$ cat src/rtl/control_sequencer_if.sv
// control_sequencer_if: memory-bus and datapath-control bundle between the
// control sequencer and the datapath/memory.
//   master (sequencer): receives ir, flags, mem_ready; drives the memory
//                       request, address select and all datapath strobes.
//   slave  (datapath):  the mirror image.
// Signals:
//   ir[7:0]        instruction byte from the D bus (valid while ir_we)
//   flags[3:0]     stored ALU flags
//   mem_ready      current memory access completes this cycle
//   mem_rd/mem_wr  memory read / write request
//   addr_dp        0: address = IP, 1: address = DP + byte_sel
//   byte_sel[1:0]  byte lane / DP offset of the current transfer
//   ir_we, ip_inc, swap_p                 IR latch, IP++, IP<->DP swap
//   reg_we[3:0], reg_oe_d[3:0]            one-hot register write / drive
//   alu_op[3:0], alu_invert, alu_oe, flags_we
//   halted, bus_error                     status
interface control_sequencer_if;
    logic [7:0] ir;
    logic [3:0] flags;
    logic       mem_ready;
    logic       mem_rd;
    logic       mem_wr;
    logic       addr_dp;
    logic [1:0] byte_sel;
    logic       ir_we;
    logic       ip_inc;
    logic       swap_p;
    logic [3:0] reg_we;
    logic [3:0] reg_oe_d;
    logic [3:0] alu_op;
    logic       alu_invert;
    logic       alu_oe;
    logic       flags_we;
    logic       halted;
    logic       bus_error;

    modport master (
        input  ir, flags, mem_ready,
        output mem_rd, mem_wr, addr_dp, byte_sel, ir_we, ip_inc, swap_p, reg_we, reg_oe_d,
               alu_op, alu_invert, alu_oe, flags_we, halted, bus_error
    );

    modport slave (
        output ir, flags, mem_ready,
        input  mem_rd, mem_wr, addr_dp, byte_sel, ir_we, ip_inc, swap_p, reg_we, reg_oe_d,
               alu_op, alu_invert, alu_oe, flags_we, halted, bus_error
    );
endinterface

$ cat src/rtl/control_sequencer.sv
// control_sequencer: multi-cycle instruction sequencer. Fetches one opcode
// byte over the 8-bit memory bus, executes it in one cycle, and moves
// WORD_BYTES-wide registers one byte per access for LD/ST/LDI. Every memory
// access stalls on mem_ready; an optional watchdog halts with a sticky
// bus_error when an access waits too long. HLT stops until reset.
// Ports:
//   clk  clock, all state changes on posedge
//   rst  synchronous active-high reset; forces every output low this cycle
//   bus  control_sequencer_if.master (memory handshake + datapath strobes)
// Parameters:
//   WORD_BYTES  register width in bytes (1..4)
//   MAX_WAIT    wait cycles per access before bus_error; 0 disables watchdog
module control_sequencer #(
    parameter int unsigned WORD_BYTES = 1,
    parameter int unsigned MAX_WAIT   = 0
) (
    input logic                 clk,
    input logic                 rst,
    control_sequencer_if.master bus
);

    // Counter only needs to reach MAX_WAIT-1: the next wait cycle trips.
    localparam int unsigned      WaitW    = (MAX_WAIT > 1) ? $clog2(MAX_WAIT) : 1;
    localparam logic [1:0]       LastByte = 2'(WORD_BYTES - 1);
    localparam logic [WaitW-1:0] WaitLast = WaitW'(MAX_WAIT - 1);

    typedef enum logic [1:0] {StFetch, StExec, StXfer, StHalt} state_e;

    state_e           state_q, state_d;
    logic [7:0]       ir_q, ir_d;
    logic [1:0]       cnt_q, cnt_d;
    logic [WaitW-1:0] wait_q, wait_d;
    logic             bus_err_q, bus_err_d;

    // Instruction decode of the latched IR
    logic       is_alu, is_st, is_ldi, is_mem, is_jc, is_jmp, is_hlt, jc_taken;
    logic [3:0] dd_onehot;

    assign is_alu    = ~ir_q[7];
    assign is_st     = (ir_q[7:4] == 4'b1001);
    assign is_ldi    = (ir_q[7:4] == 4'b1010);
    assign is_mem    = (ir_q[7:4] == 4'b1000) | is_st | is_ldi;
    assign is_jc     = (ir_q[7:3] == 5'b11000);
    assign is_jmp    = (ir_q[7:3] == 5'b11001);
    assign is_hlt    = (ir_q == 8'hFF);
    assign jc_taken  = bus.flags[ir_q[1:0]] ^ ir_q[2];
    assign dd_onehot = 4'b0001 << ir_q[1:0];

    // Ungated outputs; rst masks them below
    logic       mem_rd, mem_wr, addr_dp, ir_we, ip_inc, swap_p;
    logic       alu_invert, alu_oe, flags_we;
    logic [1:0] byte_sel;
    logic [3:0] reg_we, reg_oe_d, alu_op;

    always_comb begin
        state_d    = state_q;
        ir_d       = ir_q;
        cnt_d      = cnt_q;
        wait_d     = '0;
        bus_err_d  = bus_err_q;
        mem_rd     = 1'b0;
        mem_wr     = 1'b0;
        addr_dp    = 1'b0;
        byte_sel   = 2'd0;
        ir_we      = 1'b0;
        ip_inc     = 1'b0;
        swap_p     = 1'b0;
        reg_we     = 4'd0;
        reg_oe_d   = 4'd0;
        alu_op     = 4'd0;
        alu_invert = 1'b0;
        alu_oe     = 1'b0;
        flags_we   = 1'b0;

        unique case (state_q)
            StFetch: begin
                mem_rd = 1'b1;
                if (bus.mem_ready) begin
                    ir_we   = 1'b1;
                    ip_inc  = 1'b1;
                    ir_d    = bus.ir;
                    state_d = StExec;
                end
            end
            StExec: begin
                cnt_d = 2'd0;
                if (is_alu) begin
                    alu_oe   = 1'b1;
                    flags_we = 1'b1;
                    alu_op   = ir_q[6:3];
                    if (ir_q[2]) begin
                        reg_we     = dd_onehot;
                        alu_invert = 1'b1;
                    end else begin
                        reg_we = 4'b0001;
                    end
                    state_d = StFetch;
                end else if (is_mem) begin
                    state_d = StXfer;
                end else if (is_hlt) begin
                    state_d = StHalt;
                end else begin
                    // Jc, JMP and NOP all return to fetch
                    swap_p  = is_jmp | (is_jc & jc_taken);
                    state_d = StFetch;
                end
            end
            StXfer: begin
                byte_sel = cnt_q;
                addr_dp  = ~is_ldi;
                mem_rd   = ~is_st;
                mem_wr   = is_st;
                if (is_st) begin
                    reg_oe_d = dd_onehot;
                end
                if (bus.mem_ready) begin
                    if (!is_st) begin
                        reg_we = dd_onehot;
                    end
                    ip_inc = is_ldi;
                    if (cnt_q == LastByte) begin
                        cnt_d   = 2'd0;
                        state_d = StFetch;
                    end else begin
                        cnt_d = cnt_q + 2'd1;
                    end
                end
            end
            StHalt: begin
                state_d = StHalt;
            end
            default: begin
                state_d = StFetch;
            end
        endcase

        // Watchdog: only wait cycles count; the last one abandons the access
        if ((MAX_WAIT != 0) && (mem_rd || mem_wr) && !bus.mem_ready) begin
            if (wait_q == WaitLast) begin
                state_d   = StHalt;
                bus_err_d = 1'b1;
            end else begin
                wait_d = wait_q + WaitW'(1);
            end
        end
    end

    always_ff @(posedge clk) begin
        if (rst) begin
            state_q   <= StFetch;
            ir_q      <= 8'd0;
            cnt_q     <= 2'd0;
            wait_q    <= '0;
            bus_err_q <= 1'b0;
        end else begin
            state_q   <= state_d;
            ir_q      <= ir_d;
            cnt_q     <= cnt_d;
            wait_q    <= wait_d;
            bus_err_q <= bus_err_d;
        end
    end

    assign bus.mem_rd     = mem_rd & ~rst;
    assign bus.mem_wr     = mem_wr & ~rst;
    assign bus.addr_dp    = addr_dp & ~rst;
    assign bus.byte_sel   = byte_sel & {2{~rst}};
    assign bus.ir_we      = ir_we & ~rst;
    assign bus.ip_inc     = ip_inc & ~rst;
    assign bus.swap_p     = swap_p & ~rst;
    assign bus.reg_we     = reg_we & {4{~rst}};
    assign bus.reg_oe_d   = reg_oe_d & {4{~rst}};
    assign bus.alu_op     = alu_op & {4{~rst}};
    assign bus.alu_invert = alu_invert & ~rst;
    assign bus.alu_oe     = alu_oe & ~rst;
    assign bus.flags_we   = flags_we & ~rst;
    assign bus.halted     = (state_q == StHalt) & ~rst;
    assign bus.bus_error  = bus_err_q & ~rst;

endmodule

$ cat src/flat_wrapper.sv
// flat-port wrapper written by rule: the top's interface ports become plain ports
module control_sequencer_flat 
#(
    parameter int unsigned WORD_BYTES = 1,
    parameter int unsigned MAX_WAIT   = 0
)
  (clk, rst, bus_ir, bus_flags, bus_mem_ready, bus_mem_rd, bus_mem_wr, bus_addr_dp, bus_byte_sel, bus_ir_we, bus_ip_inc, bus_swap_p, bus_reg_we, bus_reg_oe_d, bus_alu_op, bus_alu_invert, bus_alu_oe, bus_flags_we, bus_halted, bus_bus_error);
  control_sequencer_if bus_i ();
  input logic clk;
  input logic rst;
  input wire logic [$bits(bus_i.ir)-1:0] bus_ir;
  input wire logic [$bits(bus_i.flags)-1:0] bus_flags;
  input wire logic [$bits(bus_i.mem_ready)-1:0] bus_mem_ready;
  output wire logic [$bits(bus_i.mem_rd)-1:0] bus_mem_rd;
  output wire logic [$bits(bus_i.mem_wr)-1:0] bus_mem_wr;
  output wire logic [$bits(bus_i.addr_dp)-1:0] bus_addr_dp;
  output wire logic [$bits(bus_i.byte_sel)-1:0] bus_byte_sel;
  output wire logic [$bits(bus_i.ir_we)-1:0] bus_ir_we;
  output wire logic [$bits(bus_i.ip_inc)-1:0] bus_ip_inc;
  output wire logic [$bits(bus_i.swap_p)-1:0] bus_swap_p;
  output wire logic [$bits(bus_i.reg_we)-1:0] bus_reg_we;
  output wire logic [$bits(bus_i.reg_oe_d)-1:0] bus_reg_oe_d;
  output wire logic [$bits(bus_i.alu_op)-1:0] bus_alu_op;
  output wire logic [$bits(bus_i.alu_invert)-1:0] bus_alu_invert;
  output wire logic [$bits(bus_i.alu_oe)-1:0] bus_alu_oe;
  output wire logic [$bits(bus_i.flags_we)-1:0] bus_flags_we;
  output wire logic [$bits(bus_i.halted)-1:0] bus_halted;
  output wire logic [$bits(bus_i.bus_error)-1:0] bus_bus_error;
  assign bus_i.ir = bus_ir;
  assign bus_i.flags = bus_flags;
  assign bus_i.mem_ready = bus_mem_ready;
  assign bus_mem_rd = bus_i.mem_rd;
  assign bus_mem_wr = bus_i.mem_wr;
  assign bus_addr_dp = bus_i.addr_dp;
  assign bus_byte_sel = bus_i.byte_sel;
  assign bus_ir_we = bus_i.ir_we;
  assign bus_ip_inc = bus_i.ip_inc;
  assign bus_swap_p = bus_i.swap_p;
  assign bus_reg_we = bus_i.reg_we;
  assign bus_reg_oe_d = bus_i.reg_oe_d;
  assign bus_alu_op = bus_i.alu_op;
  assign bus_alu_invert = bus_i.alu_invert;
  assign bus_alu_oe = bus_i.alu_oe;
  assign bus_flags_we = bus_i.flags_we;
  assign bus_halted = bus_i.halted;
  assign bus_bus_error = bus_i.bus_error;
  control_sequencer #(.WORD_BYTES(WORD_BYTES), .MAX_WAIT(MAX_WAIT)) u_core (.clk(clk), .rst(rst), .bus(bus_i));
endmodule
$ cat config.mk
export PLATFORM = sky130hd
export DESIGN_NAME = control_sequencer_flat
export DESIGN_NICKNAME = d
export VERILOG_FILES = /design/src/rtl/control_sequencer_if.sv /design/src/rtl/control_sequencer.sv /design/src/flat_wrapper.sv
export SDC_FILE = /design/constraint.sdc
export NUM_CORES = 1
export LEC_CHECK = 0
export CORE_MARGIN = 3
export CORE_UTILIZATION = 40
export CTS_CLUSTER_DIAMETER = 50
export DETAILED_ROUTE_END_ITERATION = 7
export GPL_TIMING_DRIVEN = 0
export PLACE_DENSITY = 0.78
export SLEW_MARGIN = 20
export SYNTH_ARGS = -nofsm -noshare
export SYNTH_HDL_FRONTEND = slang
export SYNTH_SLANG_ARGS = --single-unit
$ cat constraint.sdc
create_clock -name clk -period 1.85 [get_ports clk]
set_input_delay 0.37 -clock clk [delete_from_list [all_inputs] [get_ports clk]]
set_output_delay 0.37 -clock clk [all_outputs]
set_load 0.005 [all_outputs]
**Word-level counts from Yosys, hierarchy flattened**

Cells that the tools add are included.

- Register bits after elaboration: 12
- Input port bits: 15
- Output and inout bits: 25
- Logic and storage cells: 83

- Add/sub/neg operators: 1
- Magnitude comparators: 1
- Equal/unequal tests: 12
- Shifts and indexed selects: 1
- Mux-type cells: 38
- Bitwise logic cells: 21
- Reductions and logical operators: 6

Operators with widths:

| operator | count |
|---|---|
| $mux W4 | 8 |
| $mux W2 | 9 |
| $mux W1 | 15 |
| $and A4 B4 Y4 | 3 |
| $eq A4 B4 Y1 const B | 3 |
| $and A1 B1 Y1 | 10 |
| $eq A5 B5 Y1 const B | 2 |
| $eq A8 B8 Y1 const B | 1 |
| $pmux W2 S4 | 1 |
| $pmux W4 S2 | 1 |
| $eq A2 B2 Y1 const B | 2 |
| $logic_not A2 Y1 | 2 |
| $ne A2 B2 Y1 const B | 2 |
| $pmux W1 S2 | 2 |
| $pmux W2 S2 | 1 |
| $reduce_and A2 Y1 | 2 |
| $shl A1 B2 Y4 const A | 1 |
| $lt A2 B3 Y1 const B | 1 |
| $not A1 Y1 | 3 |
| $or A1 B1 Y1 | 3 |
| $reduce_and A3 Y1 | 1 |
| $add A2 B1 Y2 const B | 1 |
| $and A2 B2 Y2 | 1 |
| $bmux W1 S2 | 1 |
| other kinds (4) | 4 |

**Longest topological paths before layout**

- Depth in word-level cells: 10
- Depth in mapped cells: 7
- Gate-level depth less buffers: 6

**Worst setup path after synthesis**

No wires, ideal clock.

- Path type: reg-to-output
- From: reg u_core.ir_q[0]
- To: out bus_swap_p
- Data arrival time: 1.272 ns
- Slack: 0.208 ns
- Cell stages (with the launch flop): 4
- Buffers on the path: 0
- Cells stage by stage: dfxtp_1 -> mux4_2 -> xor2_1 -> o211a_1

- Word-level cells in the longest chain between the ends: 10
- Elaborated cells on any way between the ends: 11
- Classes of those cells: eq/ne (1); mux (6); bitwise (4)

Ends and longest elaborated chain:

| item | line | RTL |
|---|---|---|
| start: declaration | control_sequencer.sv:30 | `logic [7:0] ir_q, ir_d;` |
| start signal: assignment | control_sequencer.sv:157 | `ir_q <= ir_d;` |
| $bmux W1 S2 | control_sequencer.sv:46 | `assign jc_taken = bus.flags[ir_q[1:0]] ^ ir_q[2];` |
| $mux W1 (implied by the code) | control_sequencer.sv:46 |  |
| $xor A1 B1 Y1 | control_sequencer.sv:46 |  |
| $and A1 B1 Y1 | control_sequencer.sv:104 | `swap_p = is_jmp \| (is_jc & jc_taken);` |
| $or A1 B1 Y1 | control_sequencer.sv:104 |  |
| $mux W1 * | control_sequencer.sv:100 | `end else if (is_hlt) begin` |
| $mux W1 * | control_sequencer.sv:98 | `end else if (is_mem) begin` |
| $mux W1 * | control_sequencer.sv:87 | `if (is_alu) begin` |
| $mux W1 * | control_sequencer.sv:75 | `unique case (state_q)` |
| $and A1 B1 Y1 * | control_sequencer.sv:170 | `assign bus.swap_p = swap_p & ~rst;` |
| end: declaration | flat_wrapper.sv:20 | `output wire logic [$bits(bus_i.swap_p)-1:0] bus_swap_p;` |

Mark *: on every way between the ends. The rest lies on a longest branch, timed or not. The select of a mux whose other input is x is not followed.

**Final worst setup path**

Ends and elaborated chain as after synthesis.

==> flow_summary_export.csv <==
group,metric,value,unit
power,power.static_leakage,0.661,nW
finish,layout_commonest_cell,"sky130_fd_sc_hd__nand2_1",
drt,routed_wire_length_per_instance,14.5,um
sta,drv_slew,0,
worst_setup_path,endpoint_kind,"output pin",
sta,grt_setup_unrepaired,"yes",
worst_setup_path,category_of_the_critical_setup_timing_path,"flop to output pin",
outcome,violations_in_the_final_reports,"negative setup slack",
sta,setup-violations-final,10,
global_route,globalRouteTotalUtil,22.4,%
sta,fin_crit_sh,108,%
yosys,number_of_synthesized_flops_with_an_enable_pin,0,
floorplanning,die_h,52.1,um
clock_network,clkSlewWorstSetupHoldPaths,80,ps
sta,fin_ws,-140,ps
floorplanning,die-width,52.1,um
worst_setup_path,worst_r2r_path_depth,6,
drt,antenna_viol_nets_final,0,
clock_network,worstSkewPairLatency,270,ps
clock_network,cts.path.max_buffers,2,
placed_design,place.gp.congestion,0.815,
worst_setup_path,cp_data_arrival_time,1620,ps
yosys,synthDistinctLibCells,29,
sta,final.setup.tns,-689,ps
worst_hold_path,hold_start,"u_core.ir_q[7]",
sta,report.final.hold_viol_count,0,
worst_hold_path,worst_hold_path_type,"flop to flop",
clock_network,cts_tree,"done",
power,ir_worst_vdd,0.481,mV
global_route,grt_antenna_before_repair,0,
global_route,via_count_of_the_first_global_routing_pass,1025,
finish,top_library_cells_by_usage_in_the_layout_fill_and_taps_aside,"sky130_fd_sc_hd__nand2_1 (21), sky130_fd_sc_hd__buf_4 (14), sky130_fd_sc_hd__a21oi_1 (11), sky130_fd_sc_hd__nor2_1 (10), sky130_fd_sc_hd__buf_2 (10)",
sta,fmaxAchievable,503,MHz
yosys,postSynthRegisterBits,12,
yosys,postSynthNetCount,141,
worst_setup_path,critPathLaunchType,"flop",
finish,layout-drive-gt1-share,44.0,%
power,share_comb_of_total_power,32.4,%
drt,drt-pass1-iter-count,4,
drt,detail_route.iter0.violations,29,
worst_setup_path,cp.required,1480,ps
clock_network,clk_root_buffer_cell,"sky130_fd_sc_hd__clkbuf_4",
yosys,yosys_warnings,0,
finish,antenna_cells,0,
placed_design,dp.cells,185,
yosys,postSynth.asyncResetShare,0,%
floorplanning,core-area,0.00198,mm2
drt,total_length_of_routed_wires,2.94,mm
placed_design,placed_cell_area,0.00126,mm2
clock_network,tritoncts.num_buffers,3,
finish,post-route-cell-area,0.00153,mm2
power,p_int,0.463,mW
floorplanning,ioPinCount,40,
worst_setup_path,rr_startpoint,"u_core.state_q[1]",
worst_setup_path,rrSetupSlack,300,ps
drt,drt_drc_violations_left,0,
placed_design,dp_hpwl,1.76,mm
floorplanning,rows,16,
finish,stdcell_count,202,
drt,via_per_inst,5.31,
power,power.share.switching,31.2,%
sta,final.hold.worst_slack,501,ps
floorplanning,design.die.area,0.00271,mm2
finish,fill_cells,140,
sta,finalWorstPathRequiredPeriod,1990,ps
worst_setup_path,startpoint,"u_core.ir_q[0]",
power,pwr_density_cell,441,mW/mm2
outcome,run_status,"finished with violations",
power,sequentialPowerShare,43.4,%
power,net_load_switching_power,0.211,mW
global_route,grt_start_max_net_pins,11,
global_route,global_route.overflow_total,0,
drt,vias,1072,
worst_setup_path,critical_path.reg2reg.endpoint,"u_core.state_q[0]",
clock_network,cts-htree-levels,1,
power,share_clk_of_total_power,24.2,%
job,count_of_maximum_capacitance_violations,0,
sta,fin_worst_skew,4.87,ps
yosys,ys.flop_type,"sky130_fd_sc_hd__dfxtp_1",
yosys,syn-cell-area,850,um2
finish,fin_util,77.1,%
yosys,synthesis.instances,120,
clock_network,clock_sinks,12,
finish,final_nets,198,
yosys,synth-seq-area-share,28.3,%
placed_design,port_buffers,38,
global_route,grt_first_pass_wirelength,4.55,mm
floorplanning,initial_utilization,42.9,%
worst_setup_path,crit_path_max_fanout,2,
finish,synthToLayoutAreaGrowth,80.0,%
worst_hold_path,hold-path-endpoint,"u_core.ir_q[7]",
worst_hold_path,min_path_cells,2,
yosys,syn_area_per_cell,7.08,um2
## critical path, cell delays in order, from the launching register on
cell and delay (ps):
sky130_fd_sc_hd__dfxtp_4 350, sky130_fd_sc_hd__mux4_2 510, sky130_fd_sc_hd__xor2_1 160, sky130_fd_sc_hd__o211a_1 210, sky130_fd_sc_hd__buf_2 120
## per-layer routing
layer  vias up  routed length, um  global-route usage (%)
li1        515                  -                       -
met1       494               1150                    25.1
met2        53               1470                    40.0
met3        10                252                    3.44
met4         0                 63                    11.8
met5         -                  0                       0
## power by group through the flow
stage / logic, mW / registers (mW) / clock network [mW]
after floorplan: 0.0829 / 0.294 / 0
after global placement: 0.150 / 0.299 / 0
after detailed placement: 0.151 / 0.299 / 0
after CTS: 0.202 / 0.291 / 0.163
after global routing: 0.237 / 0.295 / 0.174
final: 0.218 / 0.292 / 0.163
## synth_stat cells (all sizes together), types with 2 or more instances
cell	count	area (um2)
nor3	6	30.0
a22oi	2	15.0
a21oi	14	70.1
nor2b	2	12.5
nand2	23	86.3
buf	3	18.8
nor4b	2	17.5
and2	8	50.1
inv	8	30.0
nor2	14	52.6
nand2b	3	18.8
dfxtp	12	240
clkbuf	3	11.3
ha	6	75.1
## worst max path at each step
stage / slack, ps / to / cells past startpoint
after floorplan: 210 / bus_swap_p / 3
after global placement: -810 / bus_mem_rd / 5
after detailed placement: -820 / bus_mem_rd / 5
after CTS: -160 / bus_swap_p / 4
after global routing: -190 / bus_reg_we[2] / 8
final: -140 / bus_swap_p / 4
## per-stage QoR
step | power (mW) | setup slack, ps
global placement | 0.448 | -811
floorplan | 0.376 | 208
global route | 0.707 | -188
finish | 0.674 | -140
CTS | 0.656 | -156
detailed placement | 0.451 | -819
## kinds of logic after synthesis
logic type,Yosys count,synth area share [%]
simple gates,62,35.1
mux,1,2.65
flops,12,28.3
compound gates,23,16.6
buf+inv,14,7.07
other cells,1,0.441
xor+xnor,1,1.03
fa+ha+maj,6,8.84
## sequential cells by signal, indices dropped and copies added (netlist names)
signal and cells:
u_core.cnt_q 2, u_core.ir_q 8, u_core.state_q 2
## cell type report
type | instances | area (um2) | area share (%)
multi-input cells | 94 | 696 | 45.5
inverters | 8 | 37.5 | 2.45
well taps | 27 | 33.8 | 2.21
clock buffers | 3 | 22.5 | 1.47
flip-flops and latches | 12 | 264 | 17.3
repair buffers | 54 | 439 | 28.7
plain buffers | 4 | 36.3 | 2.37
## what timing repair did
item | in CTS | in global routing
cloned | 0 | 0
resized for setup | 121 | 22
hold buffers | 0 | 0
pin swaps | 12 | 5
endpoints found under the setup margin | 24 | 18
buffers inserted | 12 | 4
Note: power is estimated with default switching activity, not from simulation.
